===== src/rtl/seq_ctrl_if.sv =====
// Bundles the sequencer's control inputs, fetch/execute results and status outputs.
// The slave modport is the sequencer side; the master modport is the driver side.
interface seq_ctrl_if;
  logic        start;
  logic        step_mode;
  logic        step;
  logic [3:0]  icode;
  logic        instr_valid;
  logic        imem_error;
  logic        dmem_error;
  logic        cnd;
  logic [63:0] valC;
  logic [63:0] valP;
  logic [63:0] valM;
  logic [63:0] PC;
  logic [5:0]  stage_en;
  logic [2:0]  stat;
  logic        retire;
  logic [31:0] instr_count;

  modport slave (
    input  start, step_mode, step, icode, instr_valid, imem_error, dmem_error, cnd,
    input  valC, valP, valM,
    output PC, stage_en, stat, retire, instr_count
  );

  modport master (
    output start, step_mode, step, icode, instr_valid, imem_error, dmem_error, cnd,
    output valC, valP, valM,
    input  PC, stage_en, stat, retire, instr_count
  );
endinterface


===== src/rtl/seq_ctrl.sv =====
// Sequential (non-pipelined) instruction controller: walks one instruction through six
// one-cycle stages, selects the next PC, and parks in STOP on halt or address/instruction faults.
module seq_ctrl #(
  parameter logic [63:0] RESET_PC   = 64'd0,
  parameter logic [3:0]  HALT_ICODE = 4'h0
) (
  input  logic       clk,
  input  logic       reset,
  seq_ctrl_if.slave  bus
);

  typedef enum logic [3:0] {
    S_IDLE,
    S_FETCH,
    S_DECODE,
    S_EXECUTE,
    S_MEMORY,
    S_WRITEBACK,
    S_PCUPD,
    S_PAUSE,
    S_STOP
  } state_t;

  localparam logic [2:0] ST_AOK = 3'd1;
  localparam logic [2:0] ST_HLT = 3'd2;
  localparam logic [2:0] ST_ADR = 3'd3;
  localparam logic [2:0] ST_INS = 3'd4;

  localparam logic [3:0] IC_JXX  = 4'h7;
  localparam logic [3:0] IC_CALL = 4'h8;
  localparam logic [3:0] IC_RET  = 4'h9;

  state_t      r_state;
  state_t      w_next;
  logic [5:0]  w_stage_en;
  logic        w_stop_load;
  logic [2:0]  w_stop_code;
  logic [63:0] w_pc_next;
  logic [63:0] r_pc;
  logic [2:0]  r_stat;
  logic        r_cnd;
  logic [31:0] r_count;

  always_ff @(posedge clk or posedge reset) begin
    if (reset) r_state <= S_IDLE;
    else       r_state <= w_next;
  end

  always_comb begin
    w_next      = r_state;
    w_stage_en  = 6'b000000;
    w_stop_load = 1'b0;
    w_stop_code = ST_AOK;
    case (r_state)
      S_IDLE: begin
        if (bus.start) w_next = S_FETCH;
      end
      S_FETCH: begin
        w_stage_en = 6'b000001;
        // Fault priority: bad fetch address, then illegal instruction, then halt.
        if (bus.imem_error) begin
          w_stop_load = 1'b1;
          w_stop_code = ST_ADR;
        end else if (!bus.instr_valid) begin
          w_stop_load = 1'b1;
          w_stop_code = ST_INS;
        end else if (bus.icode == HALT_ICODE) begin
          w_stop_load = 1'b1;
          w_stop_code = ST_HLT;
        end
        w_next = w_stop_load ? S_STOP : S_DECODE;
      end
      S_DECODE: begin
        w_stage_en = 6'b000010;
        w_next     = S_EXECUTE;
      end
      S_EXECUTE: begin
        w_stage_en = 6'b000100;
        w_next     = S_MEMORY;
      end
      S_MEMORY: begin
        w_stage_en = 6'b001000;
        if (bus.dmem_error) begin
          w_stop_load = 1'b1;
          w_stop_code = ST_ADR;
          w_next      = S_STOP;
        end else begin
          w_next = S_WRITEBACK;
        end
      end
      S_WRITEBACK: begin
        w_stage_en = 6'b010000;
        w_next     = S_PCUPD;
      end
      S_PCUPD: begin
        w_stage_en = 6'b100000;
        w_next     = bus.step_mode ? S_PAUSE : S_FETCH;
      end
      S_PAUSE: begin
        if (bus.step || !bus.step_mode) w_next = S_FETCH;
      end
      S_STOP: begin
        w_next = S_STOP;
      end
      default: begin
        w_next = S_IDLE;
      end
    endcase
  end

  always_comb begin
    case (bus.icode)
      IC_CALL: w_pc_next = bus.valC;
      IC_JXX:  w_pc_next = r_cnd ? bus.valC : bus.valP;
      IC_RET:  w_pc_next = bus.valM;
      default: w_pc_next = bus.valP;
    endcase
  end

  always_ff @(posedge clk or posedge reset) begin
    if (reset) begin
      r_pc    <= RESET_PC;
      r_stat  <= ST_AOK;
      r_cnd   <= 1'b0;
      r_count <= 32'd0;
    end else begin
      if (r_state == S_EXECUTE) r_cnd <= bus.cnd;
      if (w_stop_load)          r_stat <= w_stop_code;
      if (r_state == S_PCUPD) begin
        r_pc    <= w_pc_next;
        r_count <= r_count + 32'd1;
      end
    end
  end

  assign bus.PC          = r_pc;
  assign bus.stage_en    = w_stage_en;
  assign bus.stat        = (r_state == S_STOP) ? r_stat : ST_AOK;
  assign bus.retire      = (r_state == S_PCUPD);
  assign bus.instr_count = r_count;

endmodule


===== src/flat_wrapper.sv =====
// flat-port wrapper written by rule: the top's interface ports become plain ports
module seq_ctrl_flat 
#(
  parameter logic [63:0] RESET_PC   = 64'd0,
  parameter logic [3:0]  HALT_ICODE = 4'h0
)
  (clk, reset, bus_start, bus_step_mode, bus_step, bus_icode, bus_instr_valid, bus_imem_error, bus_dmem_error, bus_cnd, bus_valC, bus_valP, bus_valM, bus_PC, bus_stage_en, bus_stat, bus_retire, bus_instr_count);
  seq_ctrl_if bus_i ();
  input  logic clk;
  input  logic reset;
  input wire logic [$bits(bus_i.start)-1:0] bus_start;
  input wire logic [$bits(bus_i.step_mode)-1:0] bus_step_mode;
  input wire logic [$bits(bus_i.step)-1:0] bus_step;
  input wire logic [$bits(bus_i.icode)-1:0] bus_icode;
  input wire logic [$bits(bus_i.instr_valid)-1:0] bus_instr_valid;
  input wire logic [$bits(bus_i.imem_error)-1:0] bus_imem_error;
  input wire logic [$bits(bus_i.dmem_error)-1:0] bus_dmem_error;
  input wire logic [$bits(bus_i.cnd)-1:0] bus_cnd;
  input wire logic [$bits(bus_i.valC)-1:0] bus_valC;
  input wire logic [$bits(bus_i.valP)-1:0] bus_valP;
  input wire logic [$bits(bus_i.valM)-1:0] bus_valM;
  output wire logic [$bits(bus_i.PC)-1:0] bus_PC;
  output wire logic [$bits(bus_i.stage_en)-1:0] bus_stage_en;
  output wire logic [$bits(bus_i.stat)-1:0] bus_stat;
  output wire logic [$bits(bus_i.retire)-1:0] bus_retire;
  output wire logic [$bits(bus_i.instr_count)-1:0] bus_instr_count;
  assign bus_i.start = bus_start;
  assign bus_i.step_mode = bus_step_mode;
  assign bus_i.step = bus_step;
  assign bus_i.icode = bus_icode;
  assign bus_i.instr_valid = bus_instr_valid;
  assign bus_i.imem_error = bus_imem_error;
  assign bus_i.dmem_error = bus_dmem_error;
  assign bus_i.cnd = bus_cnd;
  assign bus_i.valC = bus_valC;
  assign bus_i.valP = bus_valP;
  assign bus_i.valM = bus_valM;
  assign bus_PC = bus_i.PC;
  assign bus_stage_en = bus_i.stage_en;
  assign bus_stat = bus_i.stat;
  assign bus_retire = bus_i.retire;
  assign bus_instr_count = bus_i.instr_count;
  seq_ctrl #(.RESET_PC(RESET_PC), .HALT_ICODE(HALT_ICODE)) u_core (.clk(clk), .reset(reset), .bus(bus_i));
endmodule

===== config.mk =====
export PLATFORM = sky130hd
export DESIGN_NAME = seq_ctrl_flat
export DESIGN_NICKNAME = d
export VERILOG_FILES = /design/src/rtl/seq_ctrl_if.sv /design/src/rtl/seq_ctrl.sv /design/src/flat_wrapper.sv
export SDC_FILE = /design/constraint.sdc
export NUM_CORES = 1
export LEC_CHECK = 0
export CAP_MARGIN = 5
export CORE_MARGIN = 2
export CORE_UTILIZATION = 38
export CTS_CLUSTER_SIZE = 25
export DETAILED_ROUTE_END_ITERATION = 7
export HOLD_SLACK_MARGIN = 0.05
export PLACE_DENSITY = 0.86
export SYNTH_ARGS = -nofsm -noshare
export SYNTH_HDL_FRONTEND = slang
export SYNTH_SLANG_ARGS = --single-unit

===== constraint.sdc =====
create_clock -name clk -period 3.8 [get_ports clk]
set_clock_uncertainty 0.2 [all_clocks]
set_input_delay 0.57 -clock clk [delete_from_list [all_inputs] [get_ports clk]]
set_output_delay 0.57 -clock clk [all_outputs]
set_load 0.02 [all_outputs]

# After elaboration in Yosys (flattened, before gate mapping)
# Index checks and enable logic that the tools add are counted.
dict set report totals {
  regBits 104
  inputBits 205
  elab_cells 45
  out_inout_bits 106
}
dict set report op_classes {
  n_mux 21
  addsub 1
  eq_ne 13
  n_reduce_logical 5
}
# operator n
set ops {}
lappend ops {{$pmux 64 s3} 1}
lappend ops {{$mux 64} 1}
lappend ops {{$pmux 4 s9} 1}
lappend ops {{$pmux 6 s6} 1}
lappend ops {{$add 32x1->32 const B} 1}
lappend ops {{$eq 4x3->1 const B} 5}
lappend ops {{$mux 4} 4}
lappend ops {{$eq 4x4->1 const B} 3}
lappend ops {{$mux 3} 4}
lappend ops {{$eq 4x2->1 const B} 2}
lappend ops {{$logic_not 4->1} 2}
lappend ops {{$pmux 3 s2} 1}
lappend ops {{$mux 1} 5}
lappend ops {{$eq 4x1->1 const B} 1}
lappend ops {{$mux 2} 2}
lappend ops {{$ne 2x1->1 const B} 1}
lappend ops {{$ne 2x2->1 const B} 1}
lappend ops {{$pmux 1 s2} 1}
lappend ops {{$reduce_and 2->1} 1}
lappend ops {{$logic_not 1->1} 1}
lappend ops {{$logic_or 1x1->1} 1}

# Depth between registers and ports, before layout
dict set report depth {
  word_depth 7
  depth_mapped 7
  ltp_nobuf 5
}

# Least setup slack after synthesis
# Ideal clock, no wire load.
dict set report synth_path {
  kind {flip-flop to flip-flop}
  start {register u_core.r_state[1]}
  end {register u_core.r_stat[2]}
  stages_incl_launch_ff 6
  arrival_ps 2013
  setup_slack_ps 1460
  setup_time_ps 127
  required_time_ps 3473
  synth_period_minus_slack_ps 2340
  path_buffers 1
  path_cell_list {dfrtp_1 -> clkbuf_1 -> nor4b_1 -> nand2_1 -> a31oi_1 -> o21ai_0}
}
dict set report synth_between {
  elab_chain_cells 2
  word_cells_on_any_way 4
  classes_between {eq/ne (2); mux (2)}
}
# item line
set synth_lines {}
lappend synth_lines {{start: declaration} seq_ctrl.sv:33} ;# state_t r_state;
lappend synth_lines {{start signal: assignment} seq_ctrl.sv:46} ;# else r_state <= w_next;
lappend synth_lines {{$eq 4x3->1 / $eq 4x1->1 (equally long branches)} seq_ctrl.sv:54} ;# case (r_state)
lappend synth_lines {{$pmux 3 s2 / $pmux 1 s2 (equally long branches)} seq_ctrl.sv:54}
lappend synth_lines {{end signal: assignment} seq_ctrl.sv:128} ;# if (w_stop_load) r_stat <= w_stop_code;
lappend synth_lines {{end: declaration} seq_ctrl.sv:40} ;# logic [2:0] r_stat;
# Parallel ways exist; a longest one is shown, timed or not.
# A chain may end at the register's enable or synchronous reset.

# Final worst setup path
dict set report layout_path {
  start {register u_core.r_state[1]}
  end {output bus_stage_en[0]}
}
dict set report layout_between {
  elab_chain_cells 2
  word_cells_on_any_way 7
  classes_between {eq/ne (6); mux (1)}
}
# item line
set layout_lines {}
lappend layout_lines {{$eq 4x3->1 (tied with other cells)} seq_ctrl.sv:54}
lappend layout_lines {{$pmux 6 s6 (*)} seq_ctrl.sv:54}
lappend layout_lines {{end: declaration} flat_wrapper.sv:23} ;# output wire logic [$bits(bus_i.stage_en)-1:0] bus_stage_en;
# Mark *: on every way between the ends. The rest lies on a longest branch, timed or not.

==> summary.txt <==
Outcome
  • Status: completed

Finish
  • Area occupied by multi-input gates: 2420 um^2
  • Antenna diodes: 0
  • Layout area overhead: 69.1%
  • FF+latch area: 2600 um^2
  • Layout cells sized above 1: 4.78%
  • Filler cells: 1067
  • Nets: 1058

Placement
  • Gpl congestion: 0.843
  • IO Port Bufs: 310
  • Detailed Place HPWL: 13600 um
  • Pre-CTS setup slack: 0.731 ns

Synth
  • Synth cell count leaders: dfrtp_1, nand2_1, nor2_1, a21oi_1, a221oi_1
  • Post-synth EDFFs: 0
  • Synth Net Count: 769
  • Register bit total from synthesis: 104
  • Share of synthesized registers carrying an async set or reset: 100%
  • Synthesized instance count: 563
  • Post-synth top flop: dfrtp_1
  • Cell variety after synth: 44
  • Ys Warns: 0
  • Avg Inst Size Synth: 9.23 um^2
  • Post-synthesis sequential area ratio: 50.1%
  • Most common cell in the netlist: dfrtp_1
  • Post-Syn Area: 5190 um^2
  • Post-synth top area share: 49.6%
  • Area leader, netlist: dfrtp_1
  • Synth area leaders: dfrtp_1, a221oi_1, a21oi_1

STA
  • Min Tclk post-route: 3.21 ns
  • Period utilisation layout: 84.5%
  • Hold Violations, Final: 0
  • Fin. max-slew vios: 0
  • Fmax: 311 MHz
  • Setup_tns: 0 ns
  • Actual slew at the worst max-slew pin: 0.882 ns
  • Final worst slack: 0.589 ns
  • # setup viols final: 0
  • Unrepaired setup endpoints after global routing: false
  • Slew headroom: 41.2%

Die
  • Die area: 14600 um^2
  • Core area: 13300 um^2
  • Die X: 121 um
  • Initial Util: 39.1%
  • Die height: 121 um
  • Total I/O pin count: 311
  • # rows: 42

Worst hold path
  • Worst Hold Class: reg -> reg

Setup path
  • Req. time, crit path: 3.03 ns
  • Arrival time at the worst endpoint: 2.44 ns
  • Critical path type: reg -> out
  • CP startpoint kind: register
  • CP max FO: 11
  • Worst setup EP type: primary output

Clock tree
  • H-tree level count: 3
  • Root Driver: clkbuf_16
  • Resize count post-CTS: 0
  • Worst-Skew Late Latency: 0.35 ns
  • # hold bufs at CTS: 0
  • CTS tree: done
  • Clock-pin slew on the worst setup and hold paths: 0.07 ns
  • Clock sinks: 104
  • Postcts setup bufs: 0
  • Number of buffers created by CTS: 9
  • Longest Clk Path Bufs: 2

Global route
  • Grt ovf: 0
  • Gr usage total: 25.8%
  • Global-route wire length before repair: 29500 um
  • Initial antenna violation count: 0
  • Vias in the first global route: 5555
  • Largest net degree at the start of global routing: 68

Power and ir drop
  • P per Cell Area: 573 nW/um^2
  • Leakage: 3.46 nW
  • Peak supply drop: 0.000361 V

Routing
  • Drt via density: 5.39
  • Wire per inst: 18.1 um
  • Top Layer Used: met4
  • Met2 wire len: 9450 um
  • Metal-1 WL: 7280 um
  • Initial drt markers: 400
  • Number of remaining DRC errors: 0
  • Vias: 5564
  • Router iterations before antenna repair: 5
  • Detailed Route WL: 18700 um
  • WL met3: 1600 um
  • Antenna-violating nets left: 0

Flow run
  • Max-cap violations: 0
area by class of cell:
type / instances / area share, %
Multi-Input combinational cell: 408 / 27.5
Clock inverter: 6 / 0.555
Tap cell: 176 / 2.51
Inverter: 8 / 0.370
Sequential cell: 104 / 29.6
Timing Repair Buffer: 321 / 36.7
Clock buffer: 10 / 2.72
cell usage in the layout, fill, tap and decap left out, drive strengths merged, types with 2 or more instances in the layout:
master / netlist / final
a21oi: 69 / 69
a221oi: 64 / 64
a31oi: 2 / 2
and2: 5 / 5
and3: 5 / 5
and4: 4 / 4
buf: 14 / 11
clkbuf: 29 / 10
clkdlybuf4s50: 0 / 310
clkinvlp: 0 / 3
dfrtp: 103 / 103
inv: 8 / 11
nand2: 87 / 87
nand2b: 5 / 5
nand3: 12 / 12
nand4: 12 / 12
nor2: 73 / 73
nor3: 7 / 7
nor3b: 3 / 3
nor4: 7 / 7
o21ai: 5 / 5
xnor2: 19 / 19
xor2: 12 / 12
where the power goes:
| part | switching (mW) | internal (mW) |
|---|---|---|
| Sequential | 0.290 | 1.51 |
| Combinational | 1.17 | 1.15 |
| Clock | 0.441 | 0.470 |
metal layers:
| metal | vias up | track usage [%] |
|---|---|---|
| met5 | - | 0 |
| met4 | 0 | 9.23 |
| li1 | 2618 | - |
| met2 | 269 | 42.8 |
| met1 | 2651 | 32.7 |
| met3 | 26 | 6.20 |
metrics by stage:
| stage | hold WS (ns) | instance area [um^2] | util (%) | total power [mW] | std cells |
|---|---|---|---|---|---|
| floorplan | 0.281 | 5190 | - | 2.88 | 563 |
| global placement | 0.257 | 8500 | 63.9 | 4.09 | 1017 |
| detailed placement | 0.258 | 8500 | 63.9 | 4.14 | 1017 |
| CTS | 0.271 | 8780 | 66.1 | 5.07 | 1033 |
| global route | 0.292 | 8780 | 66.1 | 5.35 | 1033 |
| finish | 0.263 | 8780 | 66.1 | 5.03 | 1033 |
worst paths after layout:
path / from / endpoint / slack [ns] / cells after the start
hold / removal: u_core.bus.instr_count[31]$_DFFE_PP0N_ / u_core.bus.instr_count[31]$_DFFE_PP0N_ / 0.26 / 1
max in group asynchronous: reset / u_core.r_stat[0]$_DFFE_PP1P_ / 2.26 / 3
setup / recovery: u_core.r_state[1]$_DFFE_PP0P_ / bus_stage_en[0] / 0.59 / 3
min in group asynchronous: reset / u_core.bus.PC[47]$_DFFE_PP0N_ / 0.41 / 2
hold reg to reg: u_core.bus.instr_count[31]$_DFFE_PP0N_ / u_core.bus.instr_count[31]$_DFFE_PP0N_ / 0.26 / 1
setup reg to reg: u_core.r_state[3]$_DFFE_PP0P_ / u_core.bus.instr_count[3]$_DFFE_PP0N_ / 1.25 / 6
kinds of logic (layout without fill, tap and decap cells):
logic type	Yosys count	count (layout)	share of synthesized area (%)
AO/OA/AOI/OAI	145	145	19.0
XOR/XNOR	31	31	5.23
buffers and inverters	51	345	4.00
flip-flops	104	104	50.1
multiplexers	2	2	0.410
AND/OR/NAND/NOR	229	229	21.0
adder cells (fa/ha/maj)	1	1	0.241
critical path, stage by stage (launching register included):
cell and delay (ns):
dfrtp_1 0.51, or4b_2 0.79, inv_1 0.17, clkdlybuf4s50_1 0.62
state kept, by name, indices dropped and copies added (netlist names):
signal	flops
u_core.bus.PC	64
u_core.bus.instr_count	32
u_core.r_cnd	1
u_core.r_stat	3
u_core.r_state	4
Power figures use the tool's default switching activity.
